### src/rtl/uart_rx.sv
// uart_rx: UART receiver. Recovers parallel words from an asynchronous serial
// line (idle high, start low, data LSB first, optional parity, STOP_BITS high
// stop bits) by sampling each bit at mid-period.
//
// Ports:
//   clk          system clock, posedge
//   reset        asynchronous active-high reset
//   rx_in        serial line (asynchronous, idle high)
//   rx_ack       consumer accepts the presented word
//   rx_data      received word, LSB = first data bit on the line
//   rx_valid     rx_data / parity_err / frame_err valid, held until acked
//   parity_err   presented word failed the parity check (0 when PARITY="none")
//   frame_err    a stop bit of the presented word sampled low
//   overrun_err  one-cycle pulse: a completed word was dropped (previous unacked)
//   rx_busy      receiver not in IDLE
module uart_rx #(
    parameter int    WORD_LENGTH = 8,
    parameter string PARITY      = "none",
    parameter int    STOP_BITS   = 1,
    parameter int    BAUD_RATE   = 9600,
    parameter int    CLK_FREQ    = 50_000_000
) (
    input  logic                   clk,
    input  logic                   reset,
    input  logic                   rx_in,
    input  logic                   rx_ack,
    output logic [WORD_LENGTH-1:0] rx_data,
    output logic                   rx_valid,
    output logic                   parity_err,
    output logic                   frame_err,
    output logic                   overrun_err,
    output logic                   rx_busy
);

    localparam logic [31:0] CLKS_PER_BIT = 32'(CLK_FREQ / BAUD_RATE);
    localparam logic [31:0] HALF         = CLKS_PER_BIT / 32'd2;
    localparam logic [3:0]  LAST_DATA    = 4'(WORD_LENGTH - 1);
    localparam logic [3:0]  LAST_STOP    = 4'(STOP_BITS - 1);
    localparam bit          PAR_EN       = (PARITY != "none");
    localparam bit          PAR_ODD      = (PARITY == "odd");

    typedef enum logic [2:0] {
        IDLE,
        START,
        DATA,
        PAR,
        STOP,
        BRK_WAIT
    } state_t;

    state_t state, state_nx;

    logic                   rx_meta, rx_s;
    logic [31:0]            cnt;
    logic [3:0]             bit_cnt;
    logic [WORD_LENGTH-1:0] shreg;
    logic                   perr, ferr;
    logic                   deliver_q;
    logic                   tick;
    logic                   exp_par;

    // Two-flop synchronizer; both stages reset to the idle (high) level so a
    // reset never looks like a start bit.
    always_ff @(posedge clk or posedge reset) begin
        if (reset) begin
            rx_meta <= 1'b1;
            rx_s    <= 1'b1;
        end else begin
            rx_meta <= rx_in;
            rx_s    <= rx_meta;
        end
    end

    // START waits half a bit to land on the middle of the start bit; every
    // later state then waits a full bit, staying on mid-bit.
    always_comb begin
        tick = 1'b0;
        case (state)
            START:           tick = (cnt == HALF - 32'd1);
            DATA, PAR, STOP: tick = (cnt == CLKS_PER_BIT - 32'd1);
            default:         tick = 1'b0;
        endcase
    end

    assign exp_par = (^shreg) ^ PAR_ODD;

    always_ff @(posedge clk or posedge reset) begin
        if (reset) state <= IDLE;
        else       state <= state_nx;
    end

    always_comb begin
        state_nx = state;
        case (state)
            IDLE:     if (!rx_s) state_nx = START;
            START:    if (tick) state_nx = rx_s ? IDLE : DATA;
            DATA:     if (tick && bit_cnt == LAST_DATA) state_nx = PAR_EN ? PAR : STOP;
            PAR:      if (tick) state_nx = STOP;
            // Re-arm at mid-stop so a back-to-back start bit is not missed;
            // a low final stop means a break, which must end before re-arming.
            STOP:     if (tick && bit_cnt == LAST_STOP) state_nx = rx_s ? IDLE : BRK_WAIT;
            BRK_WAIT: if (rx_s) state_nx = IDLE;
            default:  state_nx = IDLE;
        endcase
    end

    assign rx_busy = (state != IDLE);

    // Frame datapath: baud counter, bit counter, shift register, error capture.
    always_ff @(posedge clk or posedge reset) begin
        if (reset) begin
            cnt       <= '0;
            bit_cnt   <= '0;
            shreg     <= '0;
            perr      <= 1'b0;
            ferr      <= 1'b0;
            deliver_q <= 1'b0;
        end else begin
            if (state == IDLE || state_nx != state || tick) cnt <= '0;
            else                                           cnt <= cnt + 32'd1;

            if (state_nx != state)
                bit_cnt <= '0;
            else if (tick && (state == DATA || state == STOP))
                bit_cnt <= bit_cnt + 4'd1;

            if (state == DATA && tick)
                shreg <= {rx_s, shreg[WORD_LENGTH-1:1]};

            if (state == START && state_nx == DATA) begin
                perr <= 1'b0;
                ferr <= 1'b0;
            end else begin
                if (state == PAR && tick)
                    perr <= (rx_s != exp_par);
                if (state == STOP && tick && !rx_s)
                    ferr <= 1'b1;
            end

            // Delivery happens the cycle after the last stop sample, so the
            // final stop sample has already been folded into ferr.
            deliver_q <= (state == STOP) && tick && (bit_cnt == LAST_STOP);
        end
    end

    // Output holding register and valid/ack handshake. A delivery coinciding
    // with an ack replaces the word instead of being counted as an overrun.
    always_ff @(posedge clk or posedge reset) begin
        if (reset) begin
            rx_data     <= '0;
            rx_valid    <= 1'b0;
            parity_err  <= 1'b0;
            frame_err   <= 1'b0;
            overrun_err <= 1'b0;
        end else begin
            overrun_err <= deliver_q && rx_valid && !rx_ack;
            if (deliver_q && (!rx_valid || rx_ack)) begin
                rx_data    <= shreg;
                parity_err <= PAR_EN && perr;
                frame_err  <= ferr;
                rx_valid   <= 1'b1;
            end else if (rx_valid && rx_ack) begin
                rx_valid <= 1'b0;
            end
        end
    end

endmodule
### config.mk
export PLATFORM = sky130hd
export DESIGN_NAME = uart_rx
export DESIGN_NICKNAME = d
export VERILOG_FILES = /design/src/rtl/uart_rx.sv
export SDC_FILE = /design/constraint.sdc
export NUM_CORES = 1
export LEC_CHECK = 0
export ABC_AREA = 1
export CORE_ASPECT_RATIO = 0.75
export CORE_MARGIN = 2
export CORE_UTILIZATION = 57
export DETAILED_ROUTE_END_ITERATION = 8
export PLACE_DENSITY = 0.76
export SLEW_MARGIN = 20
export SYNTH_ARGS = -nofsm -noshare
export SYNTH_HDL_FRONTEND = slang
export SYNTH_SLANG_ARGS = --single-unit
export TNS_END_PERCENT = 30
### constraint.sdc
create_clock -name clk -period 3.3 [get_ports clk]
set_input_delay 0.99 -clock clk [delete_from_list [all_inputs] [get_ports clk]]
set_output_delay 0.99 -clock clk [all_outputs]
set_load 0.01 [all_outputs]
==> results.toml, run 1 <==
[logic_synthesis]
ys_seq_area_share_pct = 45.8
synth_nets = 433
synth.top_cells.by_area = "dfrtp_1 (44%), nand2_1 (9.5%), inv_1 (6.6%)"
avgSynthCellArea_um2 = 7.97
async_flop_share_pct = 100
yosysTopAreaCellShare_pct = 44.2
syn_area_mm2 = 0.00339
synth_cells = 426
ys_warn_count = 0
ys.flop_type = "dfrtp_1"
synthDistinctLibCells = 34
synth_seq_cells = 62
synthTopCellsByCount = "nand2_1 (86), dfrtp_1 (60), inv_1 (60)"
synth-edff-count = 0
yosysTopAreaCell = "dfrtp_1"
synth_most_common_cell = "nand2_1"

[job]
drv_cap = 0

[clocking]
clock-sinks = 62
h-tree-depth = 3
clk_pin_slew_ns = 0.07
post_cts_buffers = 0
cts_root_buf = "clkbuf_8"
clock_latency_ns = 0.34
cts_resized = 0
cts_buffer_depth = 2
ctsHoldBuffers = 0
numCtsBuffers = 9
cts_tree = "done"

[finish]
n_antenna_cell = 0
syn2layout_area_growth_pct = 12.6
drive_gt1_share_pct = 14.2
final_nets = 453
final_area_mm2 = 0.00382

[global_route]
grt_pass1_wl_um = 11500
antenna_found_initial = 0
first_global_vias = 2523
grt_max_degree = 33
grt.overflow.total = 0
grtUsageTotal_pct = 22.4

[sta]
fin_crit_sh_pct = 77.7
finalWorstSetupSlack_ns = 0.736
min_period_ns = 2.56
fmax_ghz = 0.390
rsz0062_at_grt = "false"
finClkSkew_ns = 0.00861
slew_viol_final = 0
max-slew-margin-rel_pct = 61.9
hold_viol = 0
setup-tns-final_ns = 0
setup_viol = 0
worstMarginPinSlew_ns = 0.571

[power_and_ir_drop]
internal_power_mw = 1.23
seqPwrFrac_pct = 49.6
fin_total_pwr_mw = 1.54
switching_share_pct = 19.9
cellPowerDensity_mw_per_mm2 = 402
combPwrFrac_pct = 1.4
p_switching_mw = 0.306
pwr-share-clk_pct = 49.0
p_leak_nw = 1.79
ir_drop_uv = 182

[setup_path]
end_kind = "primary output"
crit_type = "flop to primary output"
arrival_ns = 1.57
cp-start-kind = "flop"
crit_required_ns = 2.31
crit_path_max_fanout = 6

[detailed_routing]
drc = 0
first_iter_violations = 204
ant_nets = 0
viasPerCell = 5.02
vias = 2656
first_pass_iters = 4
wirelength_um = 6390
wire_per_inst_um = 12.1

[die]
die_area_mm2 = 0.00659
fp-row-count = 24
placeableCoreArea_mm2 = 0.00580
start_util_pct = 58.5
die_y_um = 70.8
io_pins = 17
die_w_um = 93.1

[hold_path]
hold_class = "flop to flop"

[placement]
dp_worst_setup_slack_ns = 0.825
finalWeightedCongestion = 0.898
placed_area_mm2 = 0.00359
port_buffers = 15
dp_hpwl_um = 4710

[run_status]
outcome = "finished clean"
==> path summary, 6_finish.rpt <==
path,start,end,slack [ns],cells after the start
setup / recovery,state[1],rx_busy,0.74,3
hold / removal,rx_meta,rx_s,0.36,0
max in group asynchronous,reset,cnt[8],1.76,3
hold reg to reg,rx_meta,rx_s,0.36,0
setup reg to reg,state[1],cnt[26],0.82,13
min in group asynchronous,reset,shreg[1],0.88,2
==> registers in the layout, summed over array words and instances, names as in the netlist <==
signal and cells:
rx_meta 1, frame_err 1, rx_data 8, shreg 8
ferr 1, rx_valid 1, state 3, cnt 32
rx_s 1, overrun_err 1, deliver_q 1, bit_cnt 4
==> metrics by stage <==
stage / cells / hold slack (ns) / utilization, %
6_report: 529 / 0.358 / 65.9
5_1_grt: 529 / 0.367 / 65.9
4_1_cts: 529 / 0.358 / 65.9
3_5_place_dp: 513 / 0.347 / 62.0
3_3_place_gp: 513 / 0.348 / 62.0
2_1_floorplan: 426 / 0.345 / -
==> worst max-delay path: stages (launching register included) <==
cell and delay [ns]:
dfrtp_1 0.47, nor2_2 0.19, nand2_1 0.09, clkdlybuf4s50_1 0.48
==> layout by cell type (no fill, tap or decap), types with 5 or more instances in the layout <==
cell              n
dfrtp_1          60
xnor2_1           6
nor3_1           12
nand2_2           5
nor2_2           30
inv_1            59
nand2_1          86
o21ai_0          20
nand4_1          13
nand3_1          25
clkdlybuf4s50_1  15
clkbuf_8         11
xor2_1           19
nor2_1           55
==> layout make-up <==
class                           instances  area (µm²)
Fill cell                             473        1980
Sequential cell                        62        1550
Multi-Input combinational cell        296        1550
Inverter                               60         225
Timing Repair Buffer                   17         165
Clock buffer                           12         155
Tap cell                               78        97.6
Clock inverter                          4        70.1
==> power groups by stage <==
stage,logic [mW],clock network (mW),registers [mW]
3_3_place_gp,0.0229,0,0.777
6_report,0.0218,0.753,0.763
2_1_floorplan,0.0140,0,0.777
3_5_place_dp,0.0233,0,0.777
5_1_grt,0.0258,0.800,0.762
4_1_cts,0.0232,0.770,0.763
==> logic make-up (layout without fill, tap and decap cells) <==
group / after synthesis / count (layout) / share of synthesized area, %
AOI/OAI and AO/OA: 29 / 29 / 4.76
xor gates and xnor gates: 25 / 25 / 6.45
adders and majority gates: 3 / 3 / 1.11
buffers and inverters: 68 / 93 / 8.44
DFF: 62 / 62 / 45.8
muxes: 2 / 2 / 0.664
other: 1 / 1 / 0.111
and+or+nand+nor: 236 / 236 / 32.7
==> routing by layer <==
layer  vias up  GRT usage, %  share of wire, %
met5         -             0                 0
met4         0          7.84               1.5
met2        54          32.5                43
met3        10          5.54               5.3
li1       1372             -                 -
met1      1220          33.2                50
No activity file was read; power rests on OpenSTA's default activity.
==> run 2, diff against run 1 <==
--- a/config.mk
+++ b/config.mk
@@ -8,7 +8,7 @@
 export ABC_AREA = 1
 export CORE_ASPECT_RATIO = 0.75
 export CORE_MARGIN = 2
-export CORE_UTILIZATION = 57
+export CORE_UTILIZATION = 54
 export DETAILED_ROUTE_END_ITERATION = 8
 export PLACE_DENSITY = 0.76
 export SLEW_MARGIN = 20
==> constraint.sdc (replaced) <==
create_clock -name clk -period 2.1 [get_ports clk]
set_input_delay 0.63 -clock clk [delete_from_list [all_inputs] [get_ports clk]]
set_output_delay 0.63 -clock clk [all_outputs]
set_load 0.01 [all_outputs]
==> run 2 against run 1 <==
The flow now finishes with violations (setup timing). First-iteration DRC count up 41%. Register-to-register slack got worse by 0.87 ns. Cell count up 7.9%. Routed wire length increased by 22%. Global-route usage increased by 2.2 points. Die area grew 5.3%. Combinational power is 72% higher. Via count increased by 10%. Sequential cell count did not move. Largest cell class is now multi-input combinational cells.
==> results.toml, run 2 (synthesized netlist as in run 1, its figures left out) <==
[run_status]
outcome = "finished, violations left"
violations = "setup timing"

[setup_path]
reg2reg_slack_ns = -0.05
worst-r2r-cell-count = 14
crit_type = "flop to flop"
crit_path_max_fanout = 7
rr_endpoint = "cnt[7]"
arrival_ns = 2.44
endpoint = "cnt[7]"
end_kind = "flop"
timing.rr.start = "cnt[1]"
crit_start = "cnt[1]"
crit_required_ns = 2.39
cp-start-kind = "flop"

[clocking]
clk_pin_slew_ns = 0.08
cts_buffer_depth = 2
cts_tree = "done"
h-tree-depth = 3
clock_latency_ns = 0.35
numCtsBuffers = 9
clock-sinks = 62
cts_root_buf = "clkbuf_8"

[detailed_routing]
wirelength_um = 7770
first_pass_iters = 4
vias = 2928
drc = 0
viasPerCell = 5.13
wire_per_inst_um = 13.6
ant_nets = 0
first_iter_violations = 288

[finish]
top_register = "cnt"
final_nets = 495
final_common_cell = "nand2_1"
final_cells = 571
syn2layout_area_growth_pct = 23.5
final_cell_mix = "nand2_1 (85), dfrtp_1 (59), inv_1 (57), nor2_1 (49), buf_4 (39)"
largest_reg_flops = 32
reg_top3 = "cnt (32), rx_data (8), shreg (8)"
final_area_mm2 = 0.00419
nFillCells = 477
n_antenna_cell = 0
drive_gt1_share_pct = 24.3

[die]
die_w_um = 95.5
die_area_mm2 = 0.00694
placeableCoreArea_mm2 = 0.00595
fp-row-count = 24
io_pins = 17
start_util_pct = 57.1
die_y_um = 72.7

[global_route]
antenna_found_initial = 0
grt_pass1_wl_um = 12800
grtUsageTotal_pct = 24.6
first_global_vias = 2774
grt.overflow.total = 0
grt_max_degree = 63

[sta]
slew_viol_final = 0
finalWorstSetupSlack_ns = -0.0545
setup_viol = 32
whs_ns = 0.358
setup-tns-final_ns = -1.15
fin_crit_sh_pct = 103
rsz0062_at_grt = "true"
finClkSkew_ns = 0.0109
fmax_ghz = 0.464
min_period_ns = 2.15
hold_viol = 0

[power_and_ir_drop]
p_switching_mw = 0.517
internal_power_mw = 1.64
p_leak_nw = 1.97
switching_share_pct = 24.0
cellPowerDensity_mw_per_mm2 = 514
seqPwrFrac_pct = 55.7
pwr-share-clk_pct = 42.6
fin_total_pwr_mw = 2.15
combPwrFrac_pct = 1.7
ir_drop_uv = 393

[hold_path]
hold_class = "flop to flop"

[job]
drv_cap = 0

[placement]
port_buffers = 15
dp_hpwl_um = 5590
placed_area_mm2 = 0.00386
dp_cells = 543
finalWeightedCongestion = 0.916
==> run 2: cell count changes in the layout (fill, tap and decap cells not counted), sizes merged <==
cell | before | now
bufinv | 2 | 0
clkdlybuf4s50 | 15 | 14
clkinv | 2 | 3
clkbuf | 12 | 10
buf | 2 | 43
dlygate4sd2 | 0 | 1
clkinvlp | 0 | 4
==> run 2: worst max-delay path: stages, from the launching register on <==
cell	delay [ns]
dfrtp_1	0.36
ha_2	0.22
inv_2	0.04
nor2_1	0.08
nand3_1	0.10
nor2_2	0.14
nand3_2	0.11
nor2_4	0.17
nand4_1	0.15
nand4_1	0.13
nand2_1	0.07
inv_2	0.08
nand3_4	0.14
clkbuf_16	0.21
nor2_2	0.08
==> run 2: worst min-delay path by stage <==
stage             from   end  slack, ns  cells past startpoint
2_1_floorplan  rx_meta  rx_s       0.35                      0
3_3_place_gp   rx_meta  rx_s       0.35                      0
3_5_place_dp   rx_meta  rx_s       0.35                      0
4_1_cts        rx_meta  rx_s       0.36                      0
5_1_grt        rx_meta  rx_s       0.36                      0
6_report       rx_meta  rx_s       0.36                      0
==> run 2: area by class of cell <==
type | count | area (µm²) | share of cell area (%)
sequential | 62 | 1560 | 37.1
clock buffer | 9 | 124 | 2.96
clock inverter | 7 | 50.0 | 1.19
multi-input combinational | 296 | 1600 | 38.1
timing repair buffer | 59 | 538 | 12.8
tap | 78 | 97.6 | 2.33
inverter | 60 | 229 | 5.47
==> run 2: power groups by stage <==
stage	clock (mW)	sequential, mW	combinational, mW
final	0.916	1.20	0.0376
after global routing	1.00	1.20	0.0431
after CTS	0.934	1.20	0.0391
after detailed placement	0	1.22	0.0392
after global placement	0	1.22	0.0389
after floorplan	0	1.22	0.0224
==> run 2: repair_timing <==
item | CTS | global route
gates cloned | 0 | 1
hold buffers | 0 | 0
gates resized for setup | 7 | 11
pin swaps | 0 | 1
setup buffers | 7 | 4
setup endpoints to repair | 33 | 37
==> run 2: per-layer routing <==
layer / up-vias / part of all wire (%) / global-route usage (%) / wire (µm)
met4: 0 / 1.4 / 7.94 / 108
met5: - / 0 / 0 / 0
met2: 68 / 45 / 35.7 / 3500
met3: 12 / 5.6 / 6.61 / 439
li1: 1469 / - / - / -
met1: 1379 / 48 / 36.0 / 3730
==> run 2: metrics by stage <==
| stage | worst slack (ns) | utilization, % |
|---|---|---|
| 2_1_floorplan | 0.213 | - |
| 5_1_grt | -0.196 | 70.5 |
| 4_1_cts | 0.00172 | 69.0 |
| 6_report | -0.0545 | 70.5 |
| 3_5_place_dp | -0.0673 | 64.9 |
| 3_3_place_gp | 0.0246 | 64.9 |
==> run 3, diff against run 2 <==
--- a/config.mk
+++ b/config.mk
@@ -8,8 +8,9 @@
 export ABC_AREA = 1
 export CORE_ASPECT_RATIO = 0.75
 export CORE_MARGIN = 2
-export CORE_UTILIZATION = 54
+export CORE_UTILIZATION = 57
 export DETAILED_ROUTE_END_ITERATION = 8
+export MAX_ROUTING_LAYER = met4
 export PLACE_DENSITY = 0.76
 export SLEW_MARGIN = 20
 export SYNTH_ARGS = -nofsm -noshare
==> constraint.sdc (replaced) <==
create_clock -name clk -period 2.34 [get_ports clk]
set_input_delay 0.702 -clock clk [delete_from_list [all_inputs] [get_ports clk]]
set_output_delay 0.702 -clock clk [all_outputs]
set_load 0.01 [all_outputs]
==> run 3 against run 2 <==
Critical path depth fell by 3. The flow now finishes without violations. Sequential power shrank 10%. First-iteration DRC count shrank 18%. Via count down 5.5%. Utilization is 2.0 points lower. Clock skew fell by 0.0032 ns. Largest power group unchanged. Largest cell class unchanged. Combinational power down 12%. Clock power increased by 2.3%. Count of clock-buffer cells in the layout grew 3. Sequential cell count stayed put. Fmax fell by 3.3%.
==> results.toml, run 3 (synthesized netlist as in run 1, its figures left out) <==
[clocking]
cts_tree = "done"
clock_latency_ns = 0.33
clock-sinks = 62
ctsHoldBuffers = 0
numCtsBuffers = 9
h-tree-depth = 3
cts_root_buf = "clkbuf_8"
cts_buffer_depth = 2
clk_pin_slew_ns = 0.06

[finish]
reg_top3 = "cnt (32), rx_data (8), shreg (8)"
final_cell_mix = "nand2_1 (86), dfrtp_1 (59), inv_1 (57), nor2_1 (51), nor2_2 (33)"
largest_reg_flops = 32
syn2layout_area_growth_pct = 16.9
n_antenna_cell = 0
top_register = "cnt"
nFillCells = 450
final_nets = 467
drive_gt1_share_pct = 18.9
final_common_cell = "nand2_1"

[power_and_ir_drop]
p_leak_nw = 1.86
cellPowerDensity_mw_per_mm2 = 516
ir_drop_uv = 413
fin_total_pwr_mw = 2.05

[sta]
min_period_ns = 2.23
rsz0062_at_grt = "true"
fmax_ghz = 0.449
hold_viol = 0
setup_viol = 0
fin_crit_sh_pct = 95.2
slew_viol_final = 0
finClkSkew_ns = 0.00776
whs_ns = 0.356

[detailed_routing]
drc = 0
vias = 2766
first_pass_iters = 5
ant_nets = 0
first_iter_violations = 237
viasPerCell = 5.09
wire_per_inst_um = 12.8
wirelength_um = 6960

[placement]
dp_hpwl_um = 5020
finalWeightedCongestion = 0.933
port_buffers = 15

[setup_path]
end_kind = "flop"
crit_required_ns = 2.56
crit_type = "flop to flop"
crit_path_max_fanout = 3
cp-start-kind = "flop"
arrival_ns = 2.45

[global_route]
first_global_vias = 2502
antenna_found_initial = 0
grt_max_degree = 53
grtUsageTotal_pct = 23.0
grt_pass1_wl_um = 11500
grt.overflow.total = 0

[die]
fp-row-count = 24
die_area_mm2 = 0.00659
die_w_um = 93.1
placeableCoreArea_mm2 = 0.00580
io_pins = 17
start_util_pct = 58.5
die_y_um = 70.8

[run_status]
outcome = "finished clean"

[hold_path]
hold_class = "flop to flop"

[job]
drv_cap = 0
## run 3: final timing paths
path,from,to,slack (ns),depth (start not counted)
setup / recovery,cnt[0],cnt[31],0.11,11
max in group asynchronous,reset,rx_meta,1.13,3
min in group asynchronous,reset,rx_data[2],0.61,2
hold / removal,rx_meta,rx_s,0.36,0
setup reg to reg,cnt[0],cnt[31],0.11,11
hold reg to reg,rx_meta,rx_s,0.36,0
## run 3: stage by stage
step / utilization (%) / worst slack [ns] / area [µm²] / setup TNS (ns) / instances
global placement: 63.7 / 0.174 / 3690 / 0 / 521
floorplan: - / 0.0999 / 3390 / 0 / 426
CTS: 67.2 / 0.0675 / 3890 / 0 / 537
global route: 68.4 / -0.0811 / 3970 / -1.45 / 543
finish: 68.4 / 0.113 / 3970 / 0 / 543
detailed placement: 63.7 / 0.0767 / 3690 / 0 / 521
## run 3: final cells by class
| cell class | instances | area [µm²] | area share (%) |
|---|---|---|---|
| inverter | 60 | 225 | 5.68 |
| timing repair buffer | 31 | 308 | 7.76 |
| multi-input combinational | 296 | 1580 | 39.8 |
| clock inverter | 4 | 45.0 | 1.14 |
| clock buffer | 12 | 155 | 3.91 |
| tap | 78 | 97.6 | 2.46 |
| sequential | 62 | 1560 | 39.2 |
## run 3: repair_timing
| item | 4_1_cts | 5_1_grt |
|---|---|---|
| gates resized for setup | 0 | 11 |
| endpoints found under the setup margin | 0 | 33 |
| setup buffers | 0 | 6 |
## run 3: critical path: stages (launching register included)
cell     delay [ns]
dfrtp_1        0.38
buf_4          0.13
nand3_1        0.09
nor2_1         0.17
inv_1          0.08
nor2_1         0.26
nand2_1        0.14
nor3_1         0.19
nand3_1        0.17
nor3_1         0.26
xnor2_1        0.17
nor2_1         0.07
## run 3: layer usage
metal	vias up	GRT usage, %	part of all wire, %
met5	-	-	0
met1	1283	33.7	49
met3	13	7.88	5.9
li1	1399	-	-
met2	71	30.5	43
met4	0	6.37	1.4
## run 3: report_power, final
part / internal [mW] / total [mW] / switching [mW]
clock: 0.545 / 0.937 / 0.393
combinational: 0.00883 / 0.0331 / 0.0243
sequential: 1.07 / 1.08 / 0.000910
